## src/rtl/axiuart_pkg.sv

```systemverilog
// Shared types and helpers for the UART-AXI4 bridge serial front ends.
package axiuart_pkg;

  typedef enum logic [2:0] {IDLE, START, DATA, STOP, BREAK} uart_rx_state_t;

  // Clock cycles per oversample tick, rounded to nearest.
  function automatic int uart_tick_div(int clk_hz, int baud, int os);
    return (clk_hz + (baud * os) / 2) / (baud * os);
  endfunction

endpackage

```

## src/rtl/uart_rx_frontend_if.sv

```systemverilog
// Byte delivery and status signals between the RX front end and the bridge.
interface uart_rx_frontend_if;
  logic [7:0] rx_data;
  logic       rx_valid;
  logic       rx_ready;
  logic       frame_err;
  logic       overrun;
  logic       break_det;
  logic       rx_busy;

  modport master (
    output rx_data, rx_valid, frame_err, overrun, break_det, rx_busy,
    input  rx_ready
  );

  modport slave (
    input  rx_data, rx_valid, frame_err, overrun, break_det, rx_busy,
    output rx_ready
  );
endinterface

```

## src/rtl/uart_baud_tick_gen.sv

```systemverilog
// Free-running divider producing a one-clock tick every DIV clocks.
module uart_baud_tick_gen #(
  parameter int unsigned DIV = 68
) (
  input  logic clk,
  input  logic rst_n,
  output logic tick
);
  localparam int unsigned CntW = (DIV > 1) ? $clog2(DIV) : 1;
  localparam logic [CntW-1:0] CntLast = CntW'(DIV - 1);

  logic [CntW-1:0] cnt_q, cnt_d;

  // Next count: wrap to zero after DIV-1.
  always_comb begin
    cnt_d = (cnt_q == CntLast) ? '0 : cnt_q + CntW'(1);
  end

  // Divider state.
  always_ff @(posedge clk or negedge rst_n) begin
    if (!rst_n) cnt_q <= '0;
    else        cnt_q <= cnt_d;
  end

  assign tick = (cnt_q == CntLast);
endmodule

```

## src/rtl/uart_rx_frontend.sv

```systemverilog
// Oversampled 8N1 UART receiver: synchroniser, start validation, majority
// sampling, byte handshake and framing/overrun/break status.
module uart_rx_frontend
  import axiuart_pkg::*;
#(
  parameter int unsigned CLK_FREQ_HZ = 125_000_000,
  parameter int unsigned BAUD_RATE   = 115200,
  parameter int unsigned OVERSAMPLE  = 16,
  parameter int unsigned SYNC_STAGES = 2
) (
  input  logic                   clk,
  input  logic                   rst_n,
  input  logic                   uart_rx,
  uart_rx_frontend_if.master     rx_if
);
  localparam int unsigned DIV = uart_tick_div(int'(CLK_FREQ_HZ), int'(BAUD_RATE),
                                              int'(OVERSAMPLE));
  localparam int unsigned TW  = $clog2(OVERSAMPLE);
  localparam logic [TW-1:0] TMid0 = TW'(OVERSAMPLE / 2 - 1);
  localparam logic [TW-1:0] TMid1 = TW'(OVERSAMPLE / 2);
  localparam logic [TW-1:0] TMid2 = TW'(OVERSAMPLE / 2 + 1);
  localparam logic [TW-1:0] TLast = TW'(OVERSAMPLE - 1);

  logic                   tick;
  logic [SYNC_STAGES-1:0] sync_q;
  logic                   rx_s;
  uart_rx_state_t         state_q, state_d;
  logic [TW-1:0]          tcnt_q, tcnt_d, tcnt_nxt;
  logic [2:0]             bitcnt_q, bitcnt_d;
  logic [7:0]             shift_q, shift_d;
  logic [1:0]             samp_q, samp_d;
  logic [7:0]             rx_data_q, rx_data_d;
  logic                   rx_valid_q, rx_valid_d;
  logic                   frame_err_q, frame_err_d;
  logic                   overrun_q, overrun_d;
  logic                   maj, mid_tick, last_tick;

  uart_baud_tick_gen #(.DIV(DIV)) u_tick (
    .clk   (clk),
    .rst_n (rst_n),
    .tick  (tick)
  );

  assign rx_s      = sync_q[SYNC_STAGES-1];
  // Third sample is the live synced value; decision made on that tick.
  assign maj       = (samp_q[1] & samp_q[0]) | (samp_q[1] & rx_s) | (samp_q[0] & rx_s);
  assign mid_tick  = tick && (tcnt_q == TMid2);
  assign last_tick = tick && (tcnt_q == TLast);
  assign tcnt_nxt  = (tcnt_q == TLast) ? '0 : tcnt_q + TW'(1);

  // Next-state, sampling, shift register and output handshake.
  always_comb begin
    state_d     = state_q;
    tcnt_d      = tcnt_q;
    bitcnt_d    = bitcnt_q;
    shift_d     = shift_q;
    samp_d      = samp_q;
    rx_data_d   = rx_data_q;
    rx_valid_d  = rx_valid_q;
    frame_err_d = 1'b0;
    overrun_d   = 1'b0;

    if (rx_valid_q && rx_if.rx_ready) rx_valid_d = 1'b0;

    if (tick && (tcnt_q == TMid0 || tcnt_q == TMid1)) samp_d = {samp_q[0], rx_s};

    unique case (state_q)
      IDLE: begin
        if (!rx_s) begin
          state_d  = START;
          tcnt_d   = '0;
          bitcnt_d = '0;
        end
      end
      START: begin
        if (tick) tcnt_d = tcnt_nxt;
        if (mid_tick && maj) state_d = IDLE;
        else if (last_tick)  state_d = DATA;
      end
      DATA: begin
        if (tick) tcnt_d = tcnt_nxt;
        if (mid_tick) shift_d = {maj, shift_q[7:1]};
        if (last_tick) begin
          if (bitcnt_q == 3'd7) state_d = STOP;
          else                  bitcnt_d = bitcnt_q + 3'd1;
        end
      end
      STOP: begin
        if (tick) tcnt_d = tcnt_nxt;
        if (mid_tick) begin
          if (maj) begin
            state_d = IDLE;
            // A byte still waiting unaccepted wins; the new one is dropped.
            if (!rx_valid_q || rx_if.rx_ready) begin
              rx_data_d  = shift_q;
              rx_valid_d = 1'b1;
            end else begin
              overrun_d = 1'b1;
            end
          end else begin
            frame_err_d = 1'b1;
            tcnt_d      = '0;
            state_d     = (shift_q == 8'h00) ? BREAK : IDLE;
          end
        end
      end
      BREAK: begin
        // tcnt counts consecutive high ticks here.
        if (tick) begin
          if (!rx_s) begin
            tcnt_d = '0;
          end else if (tcnt_q == TLast) begin
            tcnt_d  = '0;
            state_d = IDLE;
          end else begin
            tcnt_d = tcnt_nxt;
          end
        end
      end
      default: state_d = IDLE;
    endcase
  end

  // State registers; synchroniser resets to idle-high.
  always_ff @(posedge clk or negedge rst_n) begin
    if (!rst_n) begin
      sync_q      <= '1;
      state_q     <= IDLE;
      tcnt_q      <= '0;
      bitcnt_q    <= '0;
      shift_q     <= '0;
      samp_q      <= '0;
      rx_data_q   <= 8'h00;
      rx_valid_q  <= 1'b0;
      frame_err_q <= 1'b0;
      overrun_q   <= 1'b0;
    end else begin
      sync_q      <= {sync_q[SYNC_STAGES-2:0], uart_rx};
      state_q     <= state_d;
      tcnt_q      <= tcnt_d;
      bitcnt_q    <= bitcnt_d;
      shift_q     <= shift_d;
      samp_q      <= samp_d;
      rx_data_q   <= rx_data_d;
      rx_valid_q  <= rx_valid_d;
      frame_err_q <= frame_err_d;
      overrun_q   <= overrun_d;
    end
  end

  assign rx_if.rx_data   = rx_data_q;
  assign rx_if.rx_valid  = rx_valid_q;
  assign rx_if.frame_err = frame_err_q;
  assign rx_if.overrun   = overrun_q;
  assign rx_if.break_det = (state_q == BREAK);
  assign rx_if.rx_busy   = (state_q != IDLE);
endmodule

```

## src/flat_wrapper.sv

```systemverilog
// flat-port wrapper written by rule: the top's interface ports become plain ports
module uart_rx_frontend_flat import axiuart_pkg::*;
#(
  parameter int unsigned CLK_FREQ_HZ = 125_000_000,
  parameter int unsigned BAUD_RATE   = 115200,
  parameter int unsigned OVERSAMPLE  = 16,
  parameter int unsigned SYNC_STAGES = 2
)
  (clk, rst_n, uart_rx, rx_if_rx_data, rx_if_rx_valid, rx_if_frame_err, rx_if_overrun, rx_if_break_det, rx_if_rx_busy, rx_if_rx_ready);
  uart_rx_frontend_if rx_if_i ();
  input  logic clk;
  input  logic rst_n;
  input  logic uart_rx;
  output wire logic [$bits(rx_if_i.rx_data)-1:0] rx_if_rx_data;
  output wire logic [$bits(rx_if_i.rx_valid)-1:0] rx_if_rx_valid;
  output wire logic [$bits(rx_if_i.frame_err)-1:0] rx_if_frame_err;
  output wire logic [$bits(rx_if_i.overrun)-1:0] rx_if_overrun;
  output wire logic [$bits(rx_if_i.break_det)-1:0] rx_if_break_det;
  output wire logic [$bits(rx_if_i.rx_busy)-1:0] rx_if_rx_busy;
  input wire logic [$bits(rx_if_i.rx_ready)-1:0] rx_if_rx_ready;
  assign rx_if_rx_data = rx_if_i.rx_data;
  assign rx_if_rx_valid = rx_if_i.rx_valid;
  assign rx_if_frame_err = rx_if_i.frame_err;
  assign rx_if_overrun = rx_if_i.overrun;
  assign rx_if_break_det = rx_if_i.break_det;
  assign rx_if_rx_busy = rx_if_i.rx_busy;
  assign rx_if_i.rx_ready = rx_if_rx_ready;
  uart_rx_frontend #(.CLK_FREQ_HZ(CLK_FREQ_HZ), .BAUD_RATE(BAUD_RATE), .OVERSAMPLE(OVERSAMPLE), .SYNC_STAGES(SYNC_STAGES)) u_core (.clk(clk), .rst_n(rst_n), .uart_rx(uart_rx), .rx_if(rx_if_i));
endmodule
```

## config.mk

```make
export PLATFORM = sky130hd
export DESIGN_NAME = uart_rx_frontend_flat
export DESIGN_NICKNAME = d
export VERILOG_FILES = /design/src/rtl/axiuart_pkg.sv /design/src/rtl/uart_rx_frontend_if.sv /design/src/rtl/uart_baud_tick_gen.sv /design/src/rtl/uart_rx_frontend.sv /design/src/flat_wrapper.sv
export SDC_FILE = /design/constraint.sdc
export NUM_CORES = 1
export LEC_CHECK = 0
export BUFFER_PORTS_ARGS = -buffer_cell sky130_fd_sc_hd__buf_2
export CAP_MARGIN = 20
export CORE_ASPECT_RATIO = 0.75
export CORE_MARGIN = 1.5
export CORE_UTILIZATION = 50
export CTS_BUF_LIST = sky130_fd_sc_hd__clkbuf_4 sky130_fd_sc_hd__clkbuf_8 sky130_fd_sc_hd__clkbuf_16
export DETAILED_ROUTE_END_ITERATION = 8
export HOLD_SLACK_MARGIN = 0.02
export PLACE_DENSITY = 0.68
export SLEW_MARGIN = 20
export SYNTH_ARGS = -nofsm -noshare
export SYNTH_HDL_FRONTEND = slang
export SYNTH_SLANG_ARGS = --single-unit
```

## constraint.sdc

```tcl
create_clock -name clk -period 2.8 [get_ports clk]
set_clock_uncertainty 0.15 [all_clocks]
set_input_delay 0.56 -clock clk [delete_from_list [all_inputs] [get_ports clk]]
set_output_delay 0.56 -clock clk [all_outputs]
set_load 0.005 [all_outputs]
```

==> results.tsv <==
metric	value	unit
fmax	410	MHz
first_global_vias	1429	
rrSetupSlack	0.36	ns
ys_seq_elements	40	
netlist_area	2090	sq um
drc	0	
ir_drop	0.301	mV
start_util	0.519	
min-delay-start	u_core.sync_q[0]	
drtAntennaViolNets	0	
r2r_cells	5	
grt_pass1_wl	6.86	mm
reg2reg_from	u_core.u_tick.cnt_q[4]	
antenna_found_initial	0	
critical-path-max-stage-delay	0.62	ns
fp.dieH	59	um
vias	1530	
finalHoldViolCount	0	
synth_commonest_cells	dfrtp_1 (38), mux2_2 (18), nand2_1 (16)	
io_pins	17	
setup.worst_path.start	u_core.u_tick.cnt_q[4]	
num_antenna_cells	0	
clk_latency	0.29	ns
finalSetupViolCount	0	
async_reset_ff_frac	1.00	
wl_per_cell	15.4	um
min_path_type	reg2reg	
area_growth	9.40	%
ys_seq_area_frac	0.480	
synth_edf_count	0	
rsz0062_at_grt	no	
drt_pass1_iterations	4	
r2r_end	u_core.rx_if.rx_data[3]	
synth_top_area_frac	0.455	
crit_fanout	9	
path_class	reg2reg	
placed_cells	253	
routed_via_density	5.86	
tritoncts	built	
synth_cells	189	
fin_setup_tns	0	ns
timing.hold.worst_path_depth	0	
clk_pin_slew_worst_paths	0.07	ns
drive_above_1_share	0.282	
synth.net_count	199	
clock_path_buffers	2	
track_usage	0.196	
yosysTopAreaCell	dfrtp_1	
start_kind	register	
layout.cells.non_filler	261	
h-tree-depth	2	
finalInstanceArea	2290	sq um
p_per_area	427	nW/um^2
hpwl	2.90	mm
core	4030	sq um
cts-resized-gates	0	
root_buffer	clkbuf_8	
min_to	u_core.sync_q[1]	
place_area	2200	sq um
tightest_slew	0.846	ns
syn_avg_cell_area	11.1	sq um
cp_cell_sequence	or4_4, nor2_8, nand4_4, nor2b_2, mux2_2	
fin_crit_sh	0.871	
cp_data_arrival_time	2.46	ns
cp_slowest_cell	or4_4	
fillCellCount	366	
drtIter0Drc	132	
synth.most_common_cell	dfrtp_1	
status	complete, no violations	
fin_nets	215	
synth.distinct_cells	49	
cts_sinks	40	
cp.required	2.82	ns
postCtsHoldBufs	0	
gp_congestion	0.816	
grt_overflow	0	
synth_ff_type	dfrtp_1	
std_cell_rows	20	
grt_start_max_net_pins	41	
drt_wl_total	4.01	mm
post_cts_buffers	0	
cap_violations	0	
min_period	2.44	ns
slew_violations	0	
numPortBuffers	16	
slew_headroom	0.436	
p_total	976	uW
cts_buffers	5	
die_w	77.7	um
synthTopCellsByArea	dfrtp_1 (45%), mux2_2 (9.7%), ha_1 (3.6%)	
cp-end-kind	register	
p_leak	0.00108	uW
yosys_warnings	0	
die_area	4580	sq um
[metrics by stage]
step | hold slack, ns | util | setup slack, ns
floorplan | 0.114 | - | 0.657
global route | 0.208 | 0.568 | 0.272
global placement | 0.196 | 0.546 | 0.437
finish | 0.206 | 0.568 | 0.361
detailed placement | 0.197 | 0.546 | 0.363
CTS | 0.207 | 0.568 | 0.348
[worst max-delay path by stage]
stage,to,slack [ns]
final,u_core.rx_if.rx_data[3],0.36
after global routing,u_core.rx_if.rx_data[3],0.27
after CTS,u_core.rx_if.rx_data[3],0.35
after detailed placement,u_core.rx_if.rx_data[3],0.36
after global placement,u_core.rx_if.rx_data[3],0.44
after floorplan,u_core.rx_if.rx_data[0],0.66
[cells by family (layout without fill, tap and decap cells)]
family | after synthesis | in the layout | synth area share
buffers and inverters | 11 | 28 | 0.0269
multiplexers | 19 | 19 | 0.102
AO/OA/AOI/OAI | 43 | 43 | 0.129
XOR/XNOR | 4 | 4 | 0.0168
adder cells (fa/ha/maj) | 7 | 7 | 0.0407
AND/OR/NAND/NOR | 65 | 65 | 0.205
flip-flops | 40 | 40 | 0.480
[where the power goes]
group          switching [uW]  internal (uW)  total, uW
logic                    10.8           1.74       12.6
registers                3.01            580        583
clock network             186            194        380
[layer usage]
metal / global-route usage / wire length [um]
met4: 0.0805 / 43
met1: 0.280 / 1970
met2: 0.293 / 1770
met5: 0 / 0
met3: 0.0415 / 231
[state kept, by name, summed over array words and instances, names as in the netlist]
| register | count |
|---|---|
| u_core.bitcnt_q | 3 |
| u_core.samp_q | 2 |
| u_core.rx_if.rx_data | 8 |
| u_core.rx_if.overrun | 1 |
| u_core.state_q | 3 |
| u_core.rx_if.rx_valid | 1 |
| u_core.tcnt_q | 4 |
| u_core.rx_if.frame_err | 1 |
| u_core.u_tick.cnt_q | 7 |
| u_core.sync_q | 2 |
| u_core.shift_q | 8 |
[cell usage in the layout (no fill, tap or decap), drive strengths merged, types with 2 or more instances in the layout]
cell type and n:
nor4 3, inv 4, or3 2, xnor2 4, a31oi 7, mux2 18
nand4 3, o22ai 2, buf 16, clkbuf 7, nand3 5, dfstp 2
o21ai 12, and2 3, nand3b 5, nor2 13, nor3 2, or2 3
dfrtp 38, ha 6, a21o 2, a311oi 2, nand2 16, a21oi 9
[final cells by class]
type | instances | area, sq um | share of cell area
Timing Repair Buffer | 16 | 80.1 | 0.0350
Inverter | 4 | 15.0 | 0.00656
Sequential cell | 40 | 1000 | 0.439
Clock buffer | 7 | 83.8 | 0.0367
Multi-Input combinational cell | 138 | 1030 | 0.451
Tap cell | 55 | 68.8 | 0.0301
Clock inverter | 1 | 5.00 | 0.00219
[worst max-delay path: cells and delay by family (launching register included)]
family	cells	cell delay, ns
DFF	1	0.43
muxes	1	0.40
and+or+nand+nor	4	1.35
Note: power is estimated with default switching activity, not from simulation.
